### config.mk
export PLATFORM = sky130hd
export DESIGN_NAME = wb_arbiter
export DESIGN_NICKNAME = d
export VERILOG_FILES = /design/src/rtl/wb_arbiter.sv
export SDC_FILE = /design/constraint.sdc
export NUM_CORES = 1
export LEC_CHECK = 0
export ABC_AREA = 1
export ABC_CLOCK_PERIOD_IN_PS = 7500
export CAP_MARGIN = 15
export CELL_PAD_IN_SITES_DETAIL_PLACEMENT = 0
export CELL_PAD_IN_SITES_GLOBAL_PLACEMENT = 1
export CORE_UTILIZATION = 44
export DETAILED_ROUTE_END_ITERATION = 7
export PLACE_DENSITY = 0.85
export REMOVE_ABC_BUFFERS = 1
export SLEW_MARGIN = 20
export SYNTH_ARGS = -nofsm -noshare
export SYNTH_HDL_FRONTEND = slang
export SYNTH_SLANG_ARGS = --single-unit
### constraint.sdc
create_clock -name clk -period 7.5 [get_ports clk]
set_clock_uncertainty 0.15 [all_clocks]
set_input_delay 1.5 -clock clk [delete_from_list [all_inputs] [get_ports clk]]
set_output_delay 1.5 -clock clk [all_outputs]
set_load 0.005 [all_outputs]
### src/rtl/wb_arbiter.sv
`default_nettype none
// ============================================================================
// Module   : wb_arbiter
// Purpose  : Writeback arbitration in front of the register file write port.
//            Single-cycle ALU results always take the port. Memory/multiply
//            results queue in a small FIFO and drain when the ALU is idle.
//            A pending scoreboard tracks registers whose memory result has
//            not yet been written, so decode can stall on them.
// Ports    : clk, rst            - clock, synchronous active-high reset
//            alu_valid/wadd/data - ALU result, never stalled
//            mem_valid/ready/wadd/data - memory result handshake
//            issue_valid/wadd    - decode issued a memory/mul op
//            wadd/datain/wr      - registered register-file write port
//            pend                - outstanding memory writes, one bit per reg
//            fifo_count          - memory FIFO occupancy
// Option   : define WB_BYPASS_EN to let a memory result skip an empty FIFO
//            when the ALU is idle (one-cycle latency instead of two).
// Revision : 1.0 - initial release
// ============================================================================
module wb_arbiter #(
  parameter int DW    = 24,
  parameter int AW    = 5,
  parameter int DEPTH = 4
) (
  input  logic                      clk,
  input  logic                      rst,
  input  logic                      alu_valid,
  input  logic [AW-1:0]             alu_wadd,
  input  logic [DW-1:0]             alu_data,
  input  logic                      mem_valid,
  output logic                      mem_ready,
  input  logic [AW-1:0]             mem_wadd,
  input  logic [DW-1:0]             mem_data,
  input  logic                      issue_valid,
  input  logic [AW-1:0]             issue_wadd,
  output logic [AW-1:0]             wadd,
  output logic [DW-1:0]             datain,
  output logic                      wr,
  output logic [(1<<AW)-1:0]        pend,
  output logic [$clog2(DEPTH):0]    fifo_count
);

  localparam int              PW      = $clog2(DEPTH);
  localparam int              NREG    = 1 << AW;
  localparam logic [PW:0]     C_DEPTH = (PW+1)'(DEPTH);
  localparam logic [PW:0]     C_ONE   = (PW+1)'(1);

  logic [AW-1:0]   r_fifo_wadd [DEPTH];
  logic [DW-1:0]   r_fifo_data [DEPTH];
  logic [PW-1:0]   r_rd_ptr;
  logic [PW-1:0]   r_wr_ptr;
  logic [PW:0]     r_count;
  logic [AW-1:0]   r_wadd;
  logic [DW-1:0]   r_datain;
  logic            r_wr;
  logic [NREG-1:0] r_pend;

  logic            w_full;
  logic            w_empty;
  logic            w_bypass;
  logic            w_push;
  logic            w_pop;
  logic [AW-1:0]   w_head_wadd;
  logic [DW-1:0]   w_head_data;
  logic [NREG-1:0] w_pend_nxt;
  logic [PW:0]     w_count_nxt;

  assign w_full      = (r_count == C_DEPTH);
  assign w_empty     = (r_count == '0);
  assign mem_ready   = !w_full;
  assign w_head_wadd = r_fifo_wadd[r_rd_ptr];
  assign w_head_data = r_fifo_data[r_rd_ptr];

`ifdef WB_BYPASS_EN
  // An empty FIFO always has room, so mem_valid alone implies a handshake.
  assign w_bypass = !alu_valid && w_empty && mem_valid;
`else
  assign w_bypass = 1'b0;
`endif

  assign w_pop  = !alu_valid && !w_empty;
  assign w_push = mem_valid && mem_ready && !w_bypass;

  always_comb begin
    w_pend_nxt = r_pend;
    if (w_pop)       w_pend_nxt[w_head_wadd] = 1'b0;
    if (w_bypass)    w_pend_nxt[mem_wadd]    = 1'b0;
    // Applied last so that a new issue wins over a same-edge retirement.
    if (issue_valid) w_pend_nxt[issue_wadd]  = 1'b1;
  end

  always_comb begin
    w_count_nxt = r_count;
    case ({w_push, w_pop})
      2'b10:   w_count_nxt = r_count + C_ONE;
      2'b01:   w_count_nxt = r_count - C_ONE;
      default: w_count_nxt = r_count;
    endcase
  end

  // FIFO storage carries no reset; validity is tracked by the count.
  always_ff @(posedge clk) begin
    if (w_push) begin
      r_fifo_wadd[r_wr_ptr] <= mem_wadd;
      r_fifo_data[r_wr_ptr] <= mem_data;
    end
  end

  always_ff @(posedge clk) begin
    if (rst) begin
      r_rd_ptr <= '0;
      r_wr_ptr <= '0;
      r_count  <= '0;
      r_wr     <= 1'b0;
      r_wadd   <= '0;
      r_datain <= '0;
      r_pend   <= '0;
    end else begin
      // Power-of-two depth: pointers wrap naturally.
      if (w_push) r_wr_ptr <= r_wr_ptr + 1'b1;
      if (w_pop)  r_rd_ptr <= r_rd_ptr + 1'b1;
      r_count <= w_count_nxt;
      r_pend  <= w_pend_nxt;

      if (alu_valid) begin
        r_wr     <= 1'b1;
        r_wadd   <= alu_wadd;
        r_datain <= alu_data;
      end else if (w_pop) begin
        r_wr     <= 1'b1;
        r_wadd   <= w_head_wadd;
        r_datain <= w_head_data;
      end else if (w_bypass) begin
        r_wr     <= 1'b1;
        r_wadd   <= mem_wadd;
        r_datain <= mem_data;
      end else begin
        r_wr     <= 1'b0;
      end
    end
  end

  assign wadd       = r_wadd;
  assign datain     = r_datain;
  assign wr         = r_wr;
  assign pend       = r_pend;
  assign fifo_count = r_count;

endmodule
`default_nettype wire

# After elaboration in Yosys (flattened, before gate mapping)
# Memory sizes are Yosys's and may differ from the RTL's. A register that Yosys moved wholly into a read port is not among the register bits.
# Index checks and enable logic that the tools add are counted.
# op_classes
addsub,4
magnitude_cmp,4
eq_ne,3
muxes,19
bitwise_logic,3
n_reduce_logical,10
# op_table
cell,n
two-way mux 32 bit,2
two-way mux 24 bit,2
bitwise AND 32 bit,1
NOT 32 bit,1
OR 32 bit,1
"less-than comparator 5 x 6 -> 1 bit, second input constant",2
demux 1 bit (select 5 bit),2
"greater-or-equal comparator 5 x 1 -> 1 bit, second input constant",2
two-way mux 5 bit,2
two-way mux 2 bit,4
two-way mux 1 bit,6
case mux 3 bit (2 select lines),1
"adder 2 x 1 -> 2 bit, second input constant",2
logical AND 1 bit,4
nonzero test 2 bit,2
"adder 3 x 1 -> 3 bit, second input constant",1
"== test 3 bit, second input constant",1
zero test 1 bit,3
zero test 3 bit,1
"subtractor 3 x 1 -> 3 bit, second input constant",1
"== test 2 x 1 -> 1 bit, second input constant",1
"== test 2 bit, second input constant",1
# totals
regBits,69
ram_bits,116
input_bits,68
output_inout_bits,66
wordCells,52
n_memories,2
# mem_list
name,depth,width,read_ports,rd_ports_with_merged_regs,write_ports,line_no,text
r_fifo_data,4,24,1,1,1,49,logic [DW-1:0] r_fifo_data [DEPTH];
r_fifo_wadd,4,5,1,1,1,48,logic [AW-1:0] r_fifo_wadd [DEPTH];

# Longest topological paths before layout
# Gate-level depths: netlist of the first run.
# depth
depth_word,9
depth_mapped,11
mapped_depth_nobuf,10

# Worst setup path before layout of the first run
# Ideal clock, no wire load.
# synth_path
path_kind,input-to-reg
start,in mem_valid
end,mem r_fifo_data[0][0] (enable)
setup_ns,0.415
arrival_ns,2.905
t_required_ns,6.935
setup_slack_ns,4.030
cell_stages,2
path_buffers,0
cell_sequence,nand2_1 nor2_1
# synth_between
elab_chain_cells,3
# synth_lines
element,line_no,text
from (decl),30,"input logic mem_valid,"
logical AND 1 bit,82,assign w_push = mem_valid && mem_ready && !w_bypass;
two-way mux 1 bit,103,if (w_push) begin
two-way mux 1 bit (implied by the code),105,r_fifo_data[r_wr_ptr] <= mem_data;
to (decl),49,
# Every way passes these cells.

# Worst setup path after layout of the first run
# layout_path
start,in alu_valid
end,reg r_datain[5] (netlist: datain[5])
# layout_between
elab_chain_cells,3
word_cells_on_any_way,4
cone_classes,mux (1); reduce/logical (3)
# layout_lines
element,line_no,text
from (decl),27,"input logic alu_valid,"
zero test 1 bit,81,assign w_pop = !alu_valid && !w_empty;
logical AND 1 bit,81,
nonzero test 2 bit (no line),-,
to (signal assigned),128,r_datain <= alu_data;
to (signal assigned),132,r_datain <= w_head_data;
to (signal assigned),136,r_datain <= mem_data;
to (decl),54,logic [DW-1:0] r_datain;
# Several ways; a longest one is shown, not always the timed one.
# A chain may end at the register's enable or synchronous reset.

==> qor.yml, run 1 <==
fin_util: 0.576
synth_common_cells: "nand2_1 (186), edfxtp_1 (116), o21ai_0 (80)"
area.growth.synth_to_final_pct: 27.3
reg2reg_slack_ns: 4.82
total_power_mw: 2.89
nNetsFinal: 917
synth_cells: 725
drc: 0
whs_path_depth: 2
hold_violations: 0
wl_mm: 18.1
vias: 5717
peakVddDrop_mv: 0.214
cts_made_buffers: 17
antenna_left: 0
crit_path_start_kind: "input pin"
drv_cap: 0
dp.cells: 1044
tns_ns: 0
ys.flop_type: "edfxtp_1"
cts_root_buf: "clkbuf_16"
viasPerCell: 5.31
worstSetupPathType: "in -> reg"
gr-usage-all-layers: 0.211
synth_seq_cells: 187
yosys.area.top_type: "edfxtp_1"
status: "completed"
start_util: 0.453
fmax_mhz: 226
drtPass1Iterations: 5
setup_viol: 0
grt_overflow: 0
grt_pass1_wl_mm: 28.7
fillers: 1354
num_rows: 47
h-tree-depth: 4
fp.dieH_microns: 133
finalCritPeriodShare: 0.589
die_w_microns: 133
routedWlPerCell_microns: 16.8
ios: 134
p_per_area_nw_per_um2: 300
synth_top_area_frac: 0.461
cts_tree: "done"
crit_fanout: 49
setup_slack_ns: 3.08
hold_path_end: "pend[18]"
p_leak_nw: 3.28
diodes: 0
cts_buffer_depth: 2
cts.clk_slew.worst_paths_ns: 0.07
grt_setup_unrepaired: "false"
cts_setup_buffers: 0
ys_types: 30
min_from: "pend[18]"
whs_ns: 0.312
grt_max_degree: 61
worstMarginPinSlew_ns: 1.11
period_needed_ns: 4.42
crit_required_ns: 7.61
place_area_sq_um: 9030
end_kind: "register"
synthArstFlopShare: 0
synth-edff-count: 116
startpoint: "alu_valid"
reg2reg_to: "pend[20]"
drt_iter0_markers: 479
hold_class: "reg -> reg"
critPathArrivalTime_ns: 4.53
postLayoutCellArea_sq_um: 9630
max_slew_margin: 0.262
drive_above_1_share: 0.0876
drv_slew: 0
yosysMostFrequentCell: "nand2_1"
synthTopCellsByArea: "edfxtp_1 (46%), dfxtp_1 (19%), nand2_1 (9.2%), o21ai_0 (5.3%), a21oi_1 (2.7%)"
dp_hpwl_mm: 11.3
synth_area_sq_um: 7560
grt_pass1_vias: 5661
place_congestion: 0.795
cts_hold_buf: 0
cts.sink_count: 187
place_ws_ns: 2.64
stdcell_count: 1076
rr_worst_depth: 9
io_buffers: 133
core-area_sq_um: 16700
synth_warnings: 0
dieArea_sq_um: 17700
synth.avg_cell_area_sq_um: 10.4
antenna_found_initial: 0
cts.repair.resized: 0
seq_area_frac_synth: 0.649
insertion_delay_ns: 0.42
logic make-up after synthesis:
family          after synthesis  share of synthesized area
compound gates              175                      0.125
flops                       187                      0.649
simple gates                293                      0.175
buf+inv                      64                     0.0404
fa+ha+maj                     6                     0.0109
critical path, cell delays in order:
cell	delay, ns
clkdlybuf4s50_1	0.40
buf_4	0.25
inv_1	0.85
nand3_2	0.88
o21ai_0	0.53
a31oi_1	0.10
final cells by class:
| class | count | area [sq um] | share of cell area |
|---|---|---|---|
| clock buffers | 20 | 437 | 0.0454 |
| clock inverters | 12 | 149 | 0.0155 |
| inverters | 27 | 106 | 0.0110 |
| multi-input cells | 474 | 2400 | 0.249 |
| flip-flops and latches | 187 | 4910 | 0.510 |
| well taps | 220 | 275 | 0.0286 |
| repair buffers | 136 | 1350 | 0.141 |
sequential cells by signal, summed over array words and instances, names as in the netlist, named ones only:
register and cells:
r_rd_ptr 2, fifo_count 3, r_wr_ptr 2, wadd 5, pend 32, r_fifo_data 96, r_fifo_wadd 20, wr 1
datain 24
per-layer routing:
metal / track usage / share of wire / vias to the layer above
met1: 0.270 / 0.43 / 2706
met5: 0 / 0 / -
met2: 0.348 / 0.48 / 230
li1: - / - / 2761
met4: 0.0884 / 0.014 / 0
met3: 0.0472 / 0.068 / 20
power breakdown:
| part | switching, mW | internal (mW) |
|---|---|---|
| clock | 0.367 | 0.522 |
| combinational | 0.431 | 0.270 |
| sequential | 0.0825 | 1.22 |
layout by cell type, fill, tap and decap left out, types with 2 or more instances in the layout:
cell type / count
buf_4: 3
nor3_2: 2
o21ai_0: 80
dfxtp_1: 70
clkinv_2: 3
nand2_4: 2
inv_1: 22
bufinv_16: 3
nor3_1: 8
nand2_2: 8
nand4_1: 5
clkdlybuf4s50_1: 133
nand2_1: 186
inv_2: 4
nor2_1: 50
nand3_2: 6
a31oi_1: 29
clkinvlp_4: 3
clkbuf_1: 3
ha_1: 5
a21oi_1: 41
clkinv_4: 2
nor2_4: 16
nand3_1: 7
edfxtp_1: 116
clkbuf_16: 17
o22ai_1: 24
worst max path at each step:
stage / to / slack (ns) / depth (start not counted)
final: datain[5] / 3.08 / 6
after global routing: datain[14] / 2.85 / 6
after CTS: datain[5] / 3.10 / 6
after detailed placement: datain[5] / 2.64 / 6
after global placement: datain[18] / 2.90 / 6
after floorplan: datain[0] / 3.92 / 4
(Power assumes the default switching activity.)
==> inputs of run 2 (changes only) <==
Settings changed: ABC_CLOCK_PERIOD_IN_PS 7500 to 3600, CORE_UTILIZATION 44 to 37, PLACE_DENSITY 0.85 to 0.76.
Clock period 7.5 ns to 3.6 ns, I/O delays scaled along.
==> run 2 against run 1 <==
Against the previous run: critical path depth fell by 3; final area increased by 1.6%; global-route usage decreased by 3.8 points; core utilization shrank 8.0 points; worst hold slack worse by 0.0022 ns; worst setup slack worse by 1.9 ns; routed wire length down 2.4%; total power up 110%; count of clock-buffer cells in the layout shrank 1; sequential power rose by 100%; die area grew 19%; critical endpoint is now mem_ready; largest power group unchanged; highest routed layer unchanged.
==> qor.yml, run 2 (same netlist as run 1, synthesis figures left out) <==
fp.dieH_microns: 145
tns_ns: 0
p_per_area_nw_per_um2: 619
setup_viol: 0
cts_hold_buf: 0
antenna_left: 0
worstMarginPinSlew_ns: 0.817
cts_tree: "done"
place_ws_ns: 0.658
ios: 134
viasPerCell: 4.87
nNetsFinal: 929
cts_setup_buffers: 0
cts_made_buffers: 17
hold_class: "reg -> reg"
vias: 5527
finalCritPeriodShare: 0.685
dp_hpwl_mm: 11.2
total_power_mw: 6.05
area.growth.synth_to_final_pct: 29.3
cts_root_buf: "clkbuf_16"
fmax_mhz: 406
max_slew_margin: 0.456
drtPass1Iterations: 5
start_util: 0.384
grt_pass1_wl_mm: 28.2
cts.repair.resized: 0
h-tree-depth: 4
core-area_sq_um: 19700
period_needed_ns: 2.47
die_w_microns: 145
cts_buffer_depth: 2
num_rows: 51
hold_violations: 0
regMostFlops: "r_fifo_data"
peakVddDrop_mv: 0.364
fillers: 1779
insertion_delay_ns: 0.43
drive_above_1_share: 0.101
place_congestion: 0.752
antenna_found_initial: 1
grt_max_degree: 50
drv_slew: 0
whs_ns: 0.310
crit_required_ns: 2.73
cts.clk_slew.worst_paths_ns: 0.07
largest_reg_flops: 96
dieArea_sq_um: 21000
layout_common_cells: "nand2_1 (186), clkdlybuf4s50_1 (133), edfxtp_1 (116)"
crit_path_start_kind: "register"
setup_slack_ns: 1.13
worstSetupPathType: "reg -> out"
gr-usage-all-layers: 0.173
fin_util: 0.496
routedWlPerCell_microns: 15.6
io_buffers: 133
cts.sink_count: 187
grt_pass1_vias: 5363
layout_commonest_cell: "nand2_1"
crit_fanout: 8
wl_mm: 17.7
end_kind: "output pin"
critPathArrivalTime_ns: 1.60
p_leak_nw: 3.36
grt_setup_unrepaired: "false"
drc: 0
drt_iter0_markers: 286
grt_overflow: 0
status: "completed"
drv_cap: 0
run 2: changes by cell type in the layout (fill, tap and decap cells not counted), sizes merged:
cell,change
clkbuf,-1
buf,+12
clkinvlp,-2
clkinv,-1
diode,+1
bufinv,-1
inv,+5
run 2: cell type report:
type	instances	area (sq um)	area share
Sequential cell	187	4910	0.502
Multi-Input combinational cell	474	2390	0.244
Timing Repair Buffer	148	1440	0.148
Clock buffer	19	443	0.0453
Tap cell	265	332	0.0339
Clock inverter	13	159	0.0162
Inverter	27	106	0.0109
Antenna cell	1	2.50	0.000256
run 2: routing by layer:
metal  wire [microns]  GRT usage  vias to the layer above
met1             8030      0.221                     2584
met3              956     0.0412                       21
met4              247     0.0633                        0
met5                0          0                        -
met2             8420      0.285                      138
li1                 -          -                     2784
run 2: report_power, final:
part,internal (mW),switching [mW],total [mW],leakage [nW]
Combinational,0.585,0.918,1.50,1.42
Clock,1.06,0.833,1.90,0.296
Sequential,2.53,0.123,2.65,1.65
run 2: worst paths after layout:
path,from,slack (ns),end,cells after the start
max,fifo_count[0],1.13,mem_ready,3
min,pend[5],0.31,pend[5],2
max reg2reg,register,1.32,pend[16],9
min reg2reg,pend[5],0.31,pend[5],2
run 2: per-stage QoR:
step,instances,cell area [sq um]
6_report,1134,9780
5_1_grt,1133,9780
4_1_cts,1133,9780
3_5_place_dp,1101,9180
3_3_place_gp,1101,9180
2_1_floorplan,688,7360
run 2: critical path: stages (launching register included):
cell and delay (ns):
dfxtp_1 0.37, nor2_4 0.25, nand2_1 0.10, clkdlybuf4s50_1 0.45
==> inputs of run 3 (changes only) <==
Settings changed: ABC_CLOCK_PERIOD_IN_PS 3600 to 2000.
Clock period 3.6 ns to 2 ns, I/O delays scaled along.
==> run 3 against run 2 <==
Against the previous run: sequential power increased by 79%; global-route usage increased by 0.20 points; first-iteration DRC count increased by 17%; clock power increased by 69%; largest cell class unchanged.
==> qor.yml, run 3 (same netlist as run 1, synthesis figures left out) <==
cpLargestDelayFamily: "buffers and inverters"
wl_mm: 18.1
insertion_delay_ns: 0.43
nNetsFinal: 962
regMostFlops: "r_fifo_data"
worstMarginPinSlew_ns: 0.404
reg2reg_slack_ns: 0.11
routedWlPerCell_microns: 15.5
ios: 134
crit_slowest_cell: "clkdlybuf4s50_1"
tns_ns: 0
period_needed_ns: 1.94
whs_ns: 0.315
largest_reg_flops: 96
hold_violations: 0
setup_viol: 0
path_buf_inv: 2
layout_commonest_cell: "nand2_1"
antenna_left: 0
grt_max_degree: 56
p_per_area_nw_per_um2: 1090
die_w_microns: 145
critPathArrivalTime_ns: 1.39
h-tree-depth: 4
cts_root_buf: "clkbuf_16"
dr_wl_met3_microns: 936
cts_buffer_depth: 2
vias: 5639
drv_slew: 0
cts.clk_slew.worst_paths_ns: 0.08
antenna_found_initial: 1
finalCritPeriodShare: 0.971
area.growth.synth_to_final_pct: 34.1
status: "completed"
crit_fanout: 4
grt_overflow: 0
wl_met1_mm: 8.34
peakVddDrop_mv: 0.531
grt_pass1_wl_mm: 28.5
slowest_delay_ns: 0.49
io_buffers: 133
fmax_mhz: 515
cts_tree: "done"
cts.sink_count: 187
grt_setup_unrepaired: "true"
end_kind: "output pin"
num_rows: 51
layout_common_cells: "nand2_1 (185), clkdlybuf4s50_1 (131), edfxtp_1 (116)"
gr-usage-all-layers: 0.175
path_cells: "buf_4, clkdlybuf4s50_1"
cts_hold_buf: 0
total_power_mw: 11.0
cts_made_buffers: 17
core-area_sq_um: 19700
max_slew_margin: 0.731
place_area_sq_um: 9540
grt_pass1_vias: 5376
dr.max_layer_used: "met4"
drtPass1Iterations: 5
worstSetupPathType: "reg -> out"
drive_above_1_share: 0.141
drc: 0
hold_class: "reg -> reg"
dieArea_sq_um: 21000
routed-wl-met2_mm: 8.68
viasPerCell: 4.83
fp.dieH_microns: 145
drt_iter0_markers: 335
drv_cap: 0
start_util: 0.384
p_leak_nw: 3.55
place_congestion: 0.758
postLayoutCellArea_sq_um: 10100
dp_hpwl_mm: 12.0
crit_required_ns: 1.45
crit_path_start_kind: "register"
run 3: power breakdown:
group	internal, mW	switching [mW]
sequential	4.56	0.181
clock	1.68	1.54
combinational	1.31	1.75
run 3: area by class of cell:
cell class,count,area [sq um]
clock buffers,18,439
clock inverters,14,139
diodes,1,2.50
inverters,27,106
repair buffers,181,1820
well taps,265,332
fillers,1793,9580
multi-input cells,474,2400
flip-flops and latches,187,4910
run 3: worst paths after layout:
path            startpoint  depth (start not counted)            end
max          fifo_count[0]                          2  fifo_count[0]
min               pend[29]                          2       pend[29]
max reg2reg  fifo_count[1]                         10  fifo_count[2]
min reg2reg       pend[29]                          2       pend[29]
run 3: metrics by stage:
step / std cells / util / worst slack (ns)
final: 1167 / 0.514 / 0.0585
after CTS: 1166 / 0.514 / -0.0132
after global placement: 1133 / 0.484 / -0.477
after floorplan: 688 / - / -0.817
after detailed placement: 1133 / 0.484 / -0.507
after global routing: 1166 / 0.514 / -0.0391
run 3: worst min-delay path, cell delays in order, from the launching register on:
cell and delay [ns]:
dfxtp_1 0.31, nand2_1 0.06, a21oi_1 0.05
run 3: per-layer routing:
metal / track usage / vias up
met5: 0 / -
met4: 0.0580 / 0
met3: 0.0437 / 11
met2: 0.291 / 132
met1: 0.222 / 2637
li1: - / 2859
run 3: timing repair:
item | CTS | global route
buffers inserted | 1 | 0
setup endpoints to repair | 3 | 3
pin swaps | 1 | 0
resized for setup | 2 | 7
